`src/rtl/fp_norm_round_pipe_if.sv`:
```
// Handshake and datapath bundle between the FP align/add stage, the
// normalise-and-round pipe, and its downstream consumer.
interface fp_norm_round_pipe_if #(
  parameter int EXP_W  = 5,
  parameter int FRAC_W = 10
) ();
  logic                     in_valid;
  logic                     in_ready;
  logic [1:0]               rm;
  logic                     sign;
  logic                     is_nan;
  logic                     is_inf;
  logic [FRAC_W-1:0]        inf_nan_frac;
  logic [EXP_W-1:0]         temp_exp;
  logic [FRAC_W+4:0]        cal_frac;
  logic                     out_valid;
  logic                     out_ready;
  logic [EXP_W+FRAC_W:0]    s;
  logic [2:0]               flags;

  modport master (
    output in_valid, rm, sign, is_nan, is_inf, inf_nan_frac, temp_exp, cal_frac, out_ready,
    input  in_ready, out_valid, s, flags
  );

  modport slave (
    input  in_valid, rm, sign, is_nan, is_inf, inf_nan_frac, temp_exp, cal_frac, out_ready,
    output in_ready, out_valid, s, flags
  );
endinterface

```
`src/rtl/fp_norm_round_pipe.sv`:
```
// Two-stage FP normalise (LZC + shift) and round pipe with valid/ready flow
// control; emits the packed IEEE-754 result and {overflow, underflow, inexact}.
module fp_norm_round_pipe #(
  parameter int EXP_W  = 5,
  parameter int FRAC_W = 10,
  parameter int LZC_W  = 4
) (
  input  logic                 clk,
  input  logic                 rst,
  fp_norm_round_pipe_if.slave  io
);
  localparam int LZ_N = 1 << LZC_W;
  localparam int W    = 1 + EXP_W + FRAC_W;
  localparam int XW   = EXP_W + LZC_W;
  localparam logic [LZC_W-1:0] LZ_NONE     = LZC_W'(FRAC_W + 2);
  localparam logic [EXP_W-1:0] EXP_MAX     = '1;
  localparam logic [EXP_W-1:0] EXP_MAX_FIN = EXP_W'((1 << EXP_W) - 2);

  logic en;

  logic                 v1_q;
  logic [FRAC_W+3:0]    frac0_q, frac0_d;
  logic [EXP_W-1:0]     exp0_q, exp0_d;
  logic                 sign_q, nan_q, inf_q;
  logic [1:0]           rm_q;
  logic [FRAC_W-1:0]    infn_q;

  logic                 v2_q;
  logic [W-1:0]         s_q, s_d;
  logic [2:0]           flags_q, flags_d;

  logic [LZ_N-1:0]      lz_tmp;
  logic [LZC_W-1:0]     lz;
  logic [FRAC_W+3:0]    body;
  logic [EXP_W:0]       exp_inc;
  logic [EXP_W-1:0]     dn_sh;

  assign en           = ~v2_q | io.out_ready;
  assign io.in_ready  = en;
  assign io.out_valid = v2_q;
  assign io.s         = s_q;
  assign io.flags     = flags_q;

  // Counted span is hidden..guard; padding ones below cap an all-zero span at FRAC_W+2.
  always_comb begin
    lz_tmp = '1;
    lz_tmp[LZ_N-1 -: FRAC_W+2] = io.cal_frac[FRAC_W+3:2];
    lz = '0;
    for (int k = LZC_W - 1; k >= 0; k--) begin
      if ((lz_tmp >> (LZ_N - (1 << k))) == '0) begin
        lz[k]  = 1'b1;
        lz_tmp = lz_tmp << (1 << k);
      end
    end
  end

  always_comb begin
    body    = io.cal_frac[FRAC_W+3:0];
    exp_inc = {1'b0, io.temp_exp} + (EXP_W+1)'(1);
    dn_sh   = io.temp_exp - EXP_W'(1);
    frac0_d = body;
    exp0_d  = '0;
    if (io.cal_frac[FRAC_W+4]) begin
      frac0_d = {io.cal_frac[FRAC_W+4:2], |io.cal_frac[1:0]};
      exp0_d  = exp_inc[EXP_W] ? EXP_MAX : exp_inc[EXP_W-1:0];
    end else if ((XW'(io.temp_exp) > XW'(lz)) && (lz != LZ_NONE)) begin
      frac0_d = body << lz;
      exp0_d  = EXP_W'(XW'(io.temp_exp) - XW'(lz));
    end else if (io.temp_exp != '0) begin
      frac0_d = body << dn_sh;
    end
  end

  always_ff @(posedge clk) begin
    if (rst) begin
      v1_q    <= 1'b0;
      frac0_q <= '0;
      exp0_q  <= '0;
      sign_q  <= 1'b0;
      nan_q   <= 1'b0;
      inf_q   <= 1'b0;
      rm_q    <= 2'b00;
      infn_q  <= '0;
    end else if (en) begin
      v1_q <= io.in_valid;
      if (io.in_valid) begin
        frac0_q <= frac0_d;
        exp0_q  <= exp0_d;
        sign_q  <= io.sign;
        nan_q   <= io.is_nan;
        inf_q   <= io.is_inf;
        rm_q    <= io.rm;
        infn_q  <= io.inf_nan_frac;
      end
    end
  end

  logic [2:0]        grs;
  logic              rnd_inc;
  logic [FRAC_W+1:0] frac_rnd;
  logic [EXP_W:0]    exp_r;
  logic [FRAC_W-1:0] frac_r;
  logic              ovf;
  logic              inexact;
  logic [W-1:0]      res_inf, res_max;

  always_comb begin
    grs = frac0_q[2:0];
    unique case (rm_q)
      2'b00:   rnd_inc = grs[2] & (grs[1] | grs[0] | frac0_q[3]);
      2'b01:   rnd_inc = (|grs) & sign_q;
      2'b10:   rnd_inc = (|grs) & ~sign_q;
      default: rnd_inc = 1'b0;
    endcase
    frac_rnd = {1'b0, frac0_q[FRAC_W+3:3]} + (FRAC_W+2)'(rnd_inc);
    frac_r   = frac_rnd[FRAC_W-1:0];
    exp_r    = {1'b0, exp0_q};
    if (frac_rnd[FRAC_W+1]) begin
      exp_r  = {1'b0, exp0_q} + (EXP_W+1)'(1);
      frac_r = '0;
    end else if ((exp0_q == '0) && frac_rnd[FRAC_W]) begin
      exp_r  = (EXP_W+1)'(1);
    end
    ovf     = (exp0_q == EXP_MAX) | (exp_r >= {1'b0, EXP_MAX});
    inexact = (|grs) | ovf;
    res_inf = {sign_q, EXP_MAX, {FRAC_W{1'b0}}};
    res_max = {sign_q, EXP_MAX_FIN, {FRAC_W{1'b1}}};

    s_d     = {sign_q, exp_r[EXP_W-1:0], frac_r};
    flags_d = {1'b0, inexact & (exp_r[EXP_W-1:0] == '0), inexact};
    if (nan_q) begin
      s_d     = {1'b1, EXP_MAX, infn_q};
      flags_d = 3'b000;
    end else if (inf_q) begin
      s_d     = {sign_q, EXP_MAX, infn_q};
      flags_d = 3'b000;
    end else if (ovf) begin
      flags_d = 3'b101;
      unique case (rm_q)
        2'b00:   s_d = res_inf;
        2'b01:   s_d = sign_q ? res_inf : res_max;
        2'b10:   s_d = sign_q ? res_max : res_inf;
        default: s_d = res_max;
      endcase
    end
  end

  always_ff @(posedge clk) begin
    if (rst) begin
      v2_q    <= 1'b0;
      s_q     <= '0;
      flags_q <= 3'b000;
    end else if (en) begin
      v2_q <= v1_q;
      if (v1_q) begin
        s_q     <= s_d;
        flags_q <= flags_d;
      end
    end
  end
endmodule
```
`src/flat_wrapper.sv`:
```
// flat-port wrapper written by rule: the top's interface ports become plain ports
module fp_norm_round_pipe_flat 
#(
  parameter int EXP_W  = 5,
  parameter int FRAC_W = 10,
  parameter int LZC_W  = 4
)
  (clk, rst, io_in_valid, io_rm, io_sign, io_is_nan, io_is_inf, io_inf_nan_frac, io_temp_exp, io_cal_frac, io_out_ready, io_in_ready, io_out_valid, io_s, io_flags);
  fp_norm_round_pipe_if #(.EXP_W(EXP_W), .FRAC_W(FRAC_W)) io_i ();
  input  logic clk;
  input  logic rst;
  input wire logic [$bits(io_i.in_valid)-1:0] io_in_valid;
  input wire logic [$bits(io_i.rm)-1:0] io_rm;
  input wire logic [$bits(io_i.sign)-1:0] io_sign;
  input wire logic [$bits(io_i.is_nan)-1:0] io_is_nan;
  input wire logic [$bits(io_i.is_inf)-1:0] io_is_inf;
  input wire logic [$bits(io_i.inf_nan_frac)-1:0] io_inf_nan_frac;
  input wire logic [$bits(io_i.temp_exp)-1:0] io_temp_exp;
  input wire logic [$bits(io_i.cal_frac)-1:0] io_cal_frac;
  input wire logic [$bits(io_i.out_ready)-1:0] io_out_ready;
  output wire logic [$bits(io_i.in_ready)-1:0] io_in_ready;
  output wire logic [$bits(io_i.out_valid)-1:0] io_out_valid;
  output wire logic [$bits(io_i.s)-1:0] io_s;
  output wire logic [$bits(io_i.flags)-1:0] io_flags;
  assign io_i.in_valid = io_in_valid;
  assign io_i.rm = io_rm;
  assign io_i.sign = io_sign;
  assign io_i.is_nan = io_is_nan;
  assign io_i.is_inf = io_is_inf;
  assign io_i.inf_nan_frac = io_inf_nan_frac;
  assign io_i.temp_exp = io_temp_exp;
  assign io_i.cal_frac = io_cal_frac;
  assign io_i.out_ready = io_out_ready;
  assign io_in_ready = io_i.in_ready;
  assign io_out_valid = io_i.out_valid;
  assign io_s = io_i.s;
  assign io_flags = io_i.flags;
  fp_norm_round_pipe #(.EXP_W(EXP_W), .FRAC_W(FRAC_W), .LZC_W(LZC_W)) u_core (.clk(clk), .rst(rst), .io(io_i));
endmodule
```
`config.mk`:
```
export PLATFORM = sky130hd
export DESIGN_NAME = fp_norm_round_pipe_flat
export DESIGN_NICKNAME = d
export VERILOG_FILES = /design/src/rtl/fp_norm_round_pipe_if.sv /design/src/rtl/fp_norm_round_pipe.sv /design/src/flat_wrapper.sv
export SDC_FILE = /design/constraint.sdc
export NUM_CORES = 1
export LEC_CHECK = 0
export CAP_MARGIN = 20
export CORE_ASPECT_RATIO = 0.5
export CORE_UTILIZATION = 52
export CTS_CLUSTER_SIZE = 12
export DETAILED_ROUTE_END_ITERATION = 16
export PLACE_DENSITY = 0.76
export SLEW_MARGIN = 15
export SYNTH_ARGS = -nofsm -noshare
export SYNTH_HDL_FRONTEND = slang
export SYNTH_SLANG_ARGS = --single-unit
```
`constraint.sdc`:
```
create_clock -name clk -period 3.55 [get_ports clk]
set_input_delay 0.355 -clock clk [delete_from_list [all_inputs] [get_ports clk]]
set_output_delay 0.355 -clock clk [all_outputs]
set_load 0.05 [all_outputs]
```
==> impl_metrics.sql <==
INSERT INTO impl_metrics (metric_group, metric, value, unit) VALUES
('outcome', 'outcome', 'finished with violations', ''),
('outcome', 'violations', 'design-rule violations', ''),
('drt', 'wl_per_cell', '18.5', 'um'),
('clock_tree', 'cts_tree', 'done', ''),
('floorplanning', 'fp.dieArea', '9720', 'um^2'),
('logic_synthesis', 'area_of_the_mapped_netlist', '4840', 'um^2'),
('placed_design', 'buffer_ports.inserted', '59', ''),
('grt', 'grt_overflow', '0', ''),
('run', 'max_cap_viols', '0', ''),
('sta', 'rsz0062_at_grt', 'true', ''),
('sta', 'max-slew-margin-rel', '57.3', '%'),
('setup_path', 'critical_path.startpoint_type', 'input port', ''),
('sta', 'final-setup-viol-count', '0', ''),
('floorplanning', 'floorplan.initialDensity', '54.6', '%'),
('logic_synthesis', 'synth_compound_area_share', '27.5', '%'),
('drt', 'drt_first_iter_violations', '446', ''),
('power_and_ir_drop', 'power.leakage', '2.39', 'nW'),
('logic_synthesis', 'adder_cell_area_share_of_the_yosys_netlist', '4.55', '%'),
('logic_synthesis', 'postSynth.asyncResetShare', '0', '%'),
('finish', 'layout.cells.most_common_list', 'sky130_fd_sc_hd__buf_4, sky130_fd_sc_hd__nand2_1, sky130_fd_sc_hd__clkdlybuf4s50_1, sky130_fd_sc_hd__a21oi_1, sky130_fd_sc_hd__dfxtp_1', ''),
('finish', 'layout.cell_area.non_filler', '6260', 'um^2'),
('power_and_ir_drop', 'powerDensity', '301', 'nW/um^2'),
('power_and_ir_drop', 'vdd.ir_drop.worst', '0.000187', 'V'),
('logic_synthesis', 'synthesis.instances', '617', ''),
('floorplanning', 'die_extent_in_y', '70.2', 'um'),
('logic_synthesis', 'ys_warn_count', '0', ''),
('grt', 'antenna_found_initial', '0', ''),
('logic_synthesis', 'post_synth_and_or_nand_nor_area_fraction', '22.3', '%'),
('clock_tree', 'clk-insertion-delay-late', '0.29', 'ns'),
('finish', 'nets', '777', ''),
('clock_tree', 'cts.sinks', '55', ''),
('drt', 'via_per_inst', '6.30', ''),
('logic_synthesis', 'number_of_enable_flip_flop_cells_after_synthesis', '0', ''),
('grt', 'via_count_of_the_first_global_routing_pass', '4920', ''),
('logic_synthesis', 'postSynthAreaPerCell', '7.84', 'um^2'),
('drt', 'drt.antenna.violating_nets', '0', ''),
('logic_synthesis', 'synth.area.mux_share', '13.3', '%'),
('clock_tree', 'ctsLongestPathBuffers', '2', ''),
('sta', 'post-route-period-util', '96.2', '%'),
('clock_tree', 'cts.clk_slew.worst_paths', '0.07', 'ns'),
('setup_path', 'worst-endpoint-arrival', '3.57', 'ns'),
('floorplanning', 'die_w', '138', 'um'),
('clock_tree', 'cts-buffers-inserted', '5', ''),
('setup_path', 'cp-end-kind', 'flip-flop', ''),
('drt', 'drt-pass1-iter-count', '11', ''),
('worst_hold_path', 'hold_path.class', 'flip-flop to flip-flop', ''),
('sta', 'worst_pin_slew', '0.640', 'ns'),
('logic_synthesis', 'synth-main-ff-cell', 'sky130_fd_sc_hd__dfxtp_1', ''),
('floorplanning', 'floorplan.rows', '24', ''),
('grt', 'grt.total_usage', '31.7', '%'),
('drt', 'remaining_drc_errors', '15', ''),
('placed_design', 'placedInstanceArea', '5990', 'um^2'),
('logic_synthesis', 'xor_xnor_share_of_the_synthesized_area', '3.23', '%'),
('floorplanning', 'ios', '60', ''),
('drt', 'dr_total_vias', '5282', ''),
('placed_design', 'globalplace.congestion', '0.977', ''),
('logic_synthesis', 'synth_top_family_by_area', 'compound AO/OA/AOI/OAI gates', ''),
('logic_synthesis', 'yosys_reg_bits', '55', ''),
('sta', 'clock-skew-final', '0.00359', 'ns'),
('sta', 'period_needed', '3.42', 'ns'),
('drt', 'wl', '15.5', 'mm'),
('logic_synthesis', 'synth-seq-area-share', '22.8', '%'),
('logic_synthesis', 'synth_cell_type_count', '75', ''),
('finish', 'drive_above_1_share', '20.5', '%'),
('sta', 'report.final.hold_viol_count', '0', ''),
('placed_design', 'post-dp-hpwl', '11.5', 'mm'),
('clock_tree', 'cts_max_level', '2', ''),
('floorplanning', 'floorplan.core_area', '8860', 'um^2'),
('setup_path', 'crit_path_max_fanout', '4', ''),
('grt', 'grt_pass1_wl', '24.8', 'mm'),
('grt', 'grt_start_max_net_pins', '45', '');
[logic make-up after synthesis]
logic type	Yosys count
adders and majority gates	17
and+or+nand+nor	209
buffers and inverters	70
AOI/OAI and AO/OA	201
muxes	48
xor gates and xnor gates	17
DFF	55
[through the flow]
step	setup slack [ns]	instances	hold WS, ns	utilization [%]
after floorplan	0.156	617	0.432	-
after global placement	-0.0466	828	0.439	67.6
after detailed placement	-0.137	828	0.446	67.6
after CTS	0.0155	836	0.458	69.2
after global routing	-0.0830	839	0.474	70.7
final	0.134	839	0.456	70.7
[critical path, stage by stage]
cell                              delay, ns
sky130_fd_sc_hd__clkdlybuf4s50_1       0.47
sky130_fd_sc_hd__or4_4                 0.56
sky130_fd_sc_hd__o31a_1                0.31
sky130_fd_sc_hd__a21boi_4              0.15
sky130_fd_sc_hd__inv_1                 0.08
sky130_fd_sc_hd__ha_1                  0.24
sky130_fd_sc_hd__nor2b_1               0.15
sky130_fd_sc_hd__o31a_1                0.27
sky130_fd_sc_hd__o21ai_0               0.28
sky130_fd_sc_hd__a21oi_1               0.15
sky130_fd_sc_hd__a221o_1               0.35
sky130_fd_sc_hd__o311ai_0              0.10
sky130_fd_sc_hd__a21oi_1               0.11
[synthesized netlist by cell type, types with 7 or more instances]
master,n,area [um^2]
sky130_fd_sc_hd__a31oi_1,11,68.8
sky130_fd_sc_hd__a22oi_1,9,67.6
sky130_fd_sc_hd__nor3_1,8,40.0
sky130_fd_sc_hd__a21oi_1,56,280
sky130_fd_sc_hd__mux4_2,12,270
sky130_fd_sc_hd__mux2i_1,25,250
sky130_fd_sc_hd__nand2_1,83,312
sky130_fd_sc_hd__nor2_1,38,143
sky130_fd_sc_hd__and2_1,7,43.8
sky130_fd_sc_hd__inv_1,18,67.6
sky130_fd_sc_hd__ha_1,16,200
sky130_fd_sc_hd__o21ai_0,52,260
sky130_fd_sc_hd__clkbuf_1,38,143
sky130_fd_sc_hd__nand3_1,14,70.1
sky130_fd_sc_hd__and3_1,8,50.1
sky130_fd_sc_hd__dfxtp_1,55,1100
sky130_fd_sc_hd__xnor2_1,8,70.1
sky130_fd_sc_hd__nand4_1,7,43.8
sky130_fd_sc_hd__xor2_1,8,70.1
sky130_fd_sc_hd__mux2_2,9,101
sky130_fd_sc_hd__o211ai_1,10,75.1
[per-layer routing]
layer | wire, um | global-route usage, % | vias to the layer above | part of all wire (%)
li1 | - | - | 2511 | -
met4 | 273 | 7.12 | 0 | 1.8
met5 | 0 | 0 | - | 0
met1 | 7220 | 44.1 | 2495 | 47
met3 | 956 | 3.22 | 28 | 6.2
met2 | 7050 | 53.1 | 248 | 45
[layout make-up]
type | count | area, um^2 | area share, %
clock buffers | 6 | 129 | 2.06
clock inverters | 2 | 12.5 | 0.200
inverters | 19 | 71.3 | 1.14
multi-input cells | 493 | 3540 | 56.6
flip-flops and latches | 55 | 1100 | 17.6
well taps | 117 | 146 | 2.34
repair buffers | 147 | 1260 | 20.1
[timing repair]
item                       CTS  global route
buffers inserted             0             2
resized for setup            0            22
pin swaps                    1            10
hold endpoints to repair     0             0
gates cloned                 0             1
setup endpoints to repair    2            18
[report_power, final]
group	switching, mW	internal, mW
combinational	0.387	0.310
clock	0.215	0.261
sequential	0.0522	0.661
total	0.654	1.23
[worst paths after layout]
| path | to | start | depth (start not counted) | slack (ns) |
|---|---|---|---|---|
| worst max-delay path | u_core.frac0_q[0]$_SDFFE_PP0P_ | io_cal_frac[9] | 13 | 0.13 |
| worst min-delay path | u_core.io.flags[1]$_SDFFE_PP0P_ | u_core.io.flags[1]$_SDFFE_PP0P_ | 2 | 0.46 |
| worst max register to register | u_core.io.s[2]$_SDFFE_PP0P_ | u_core.rm_q[0]$_SDFFE_PP0P_ | 13 | 0.17 |
| worst min register to register | u_core.io.flags[1]$_SDFFE_PP0P_ | u_core.io.flags[1]$_SDFFE_PP0P_ | 2 | 0.46 |
[registers in the layout, summed over array words and instances (netlist names), 2 cells and up]
register / cells
u_core.io.flags: 3
u_core.io.s: 16
u_core.frac0_q: 14
u_core.infn_q: 10
u_core.rm_q: 2
u_core.exp0_q: 5
Note: power is estimated with default switching activity, not from simulation.
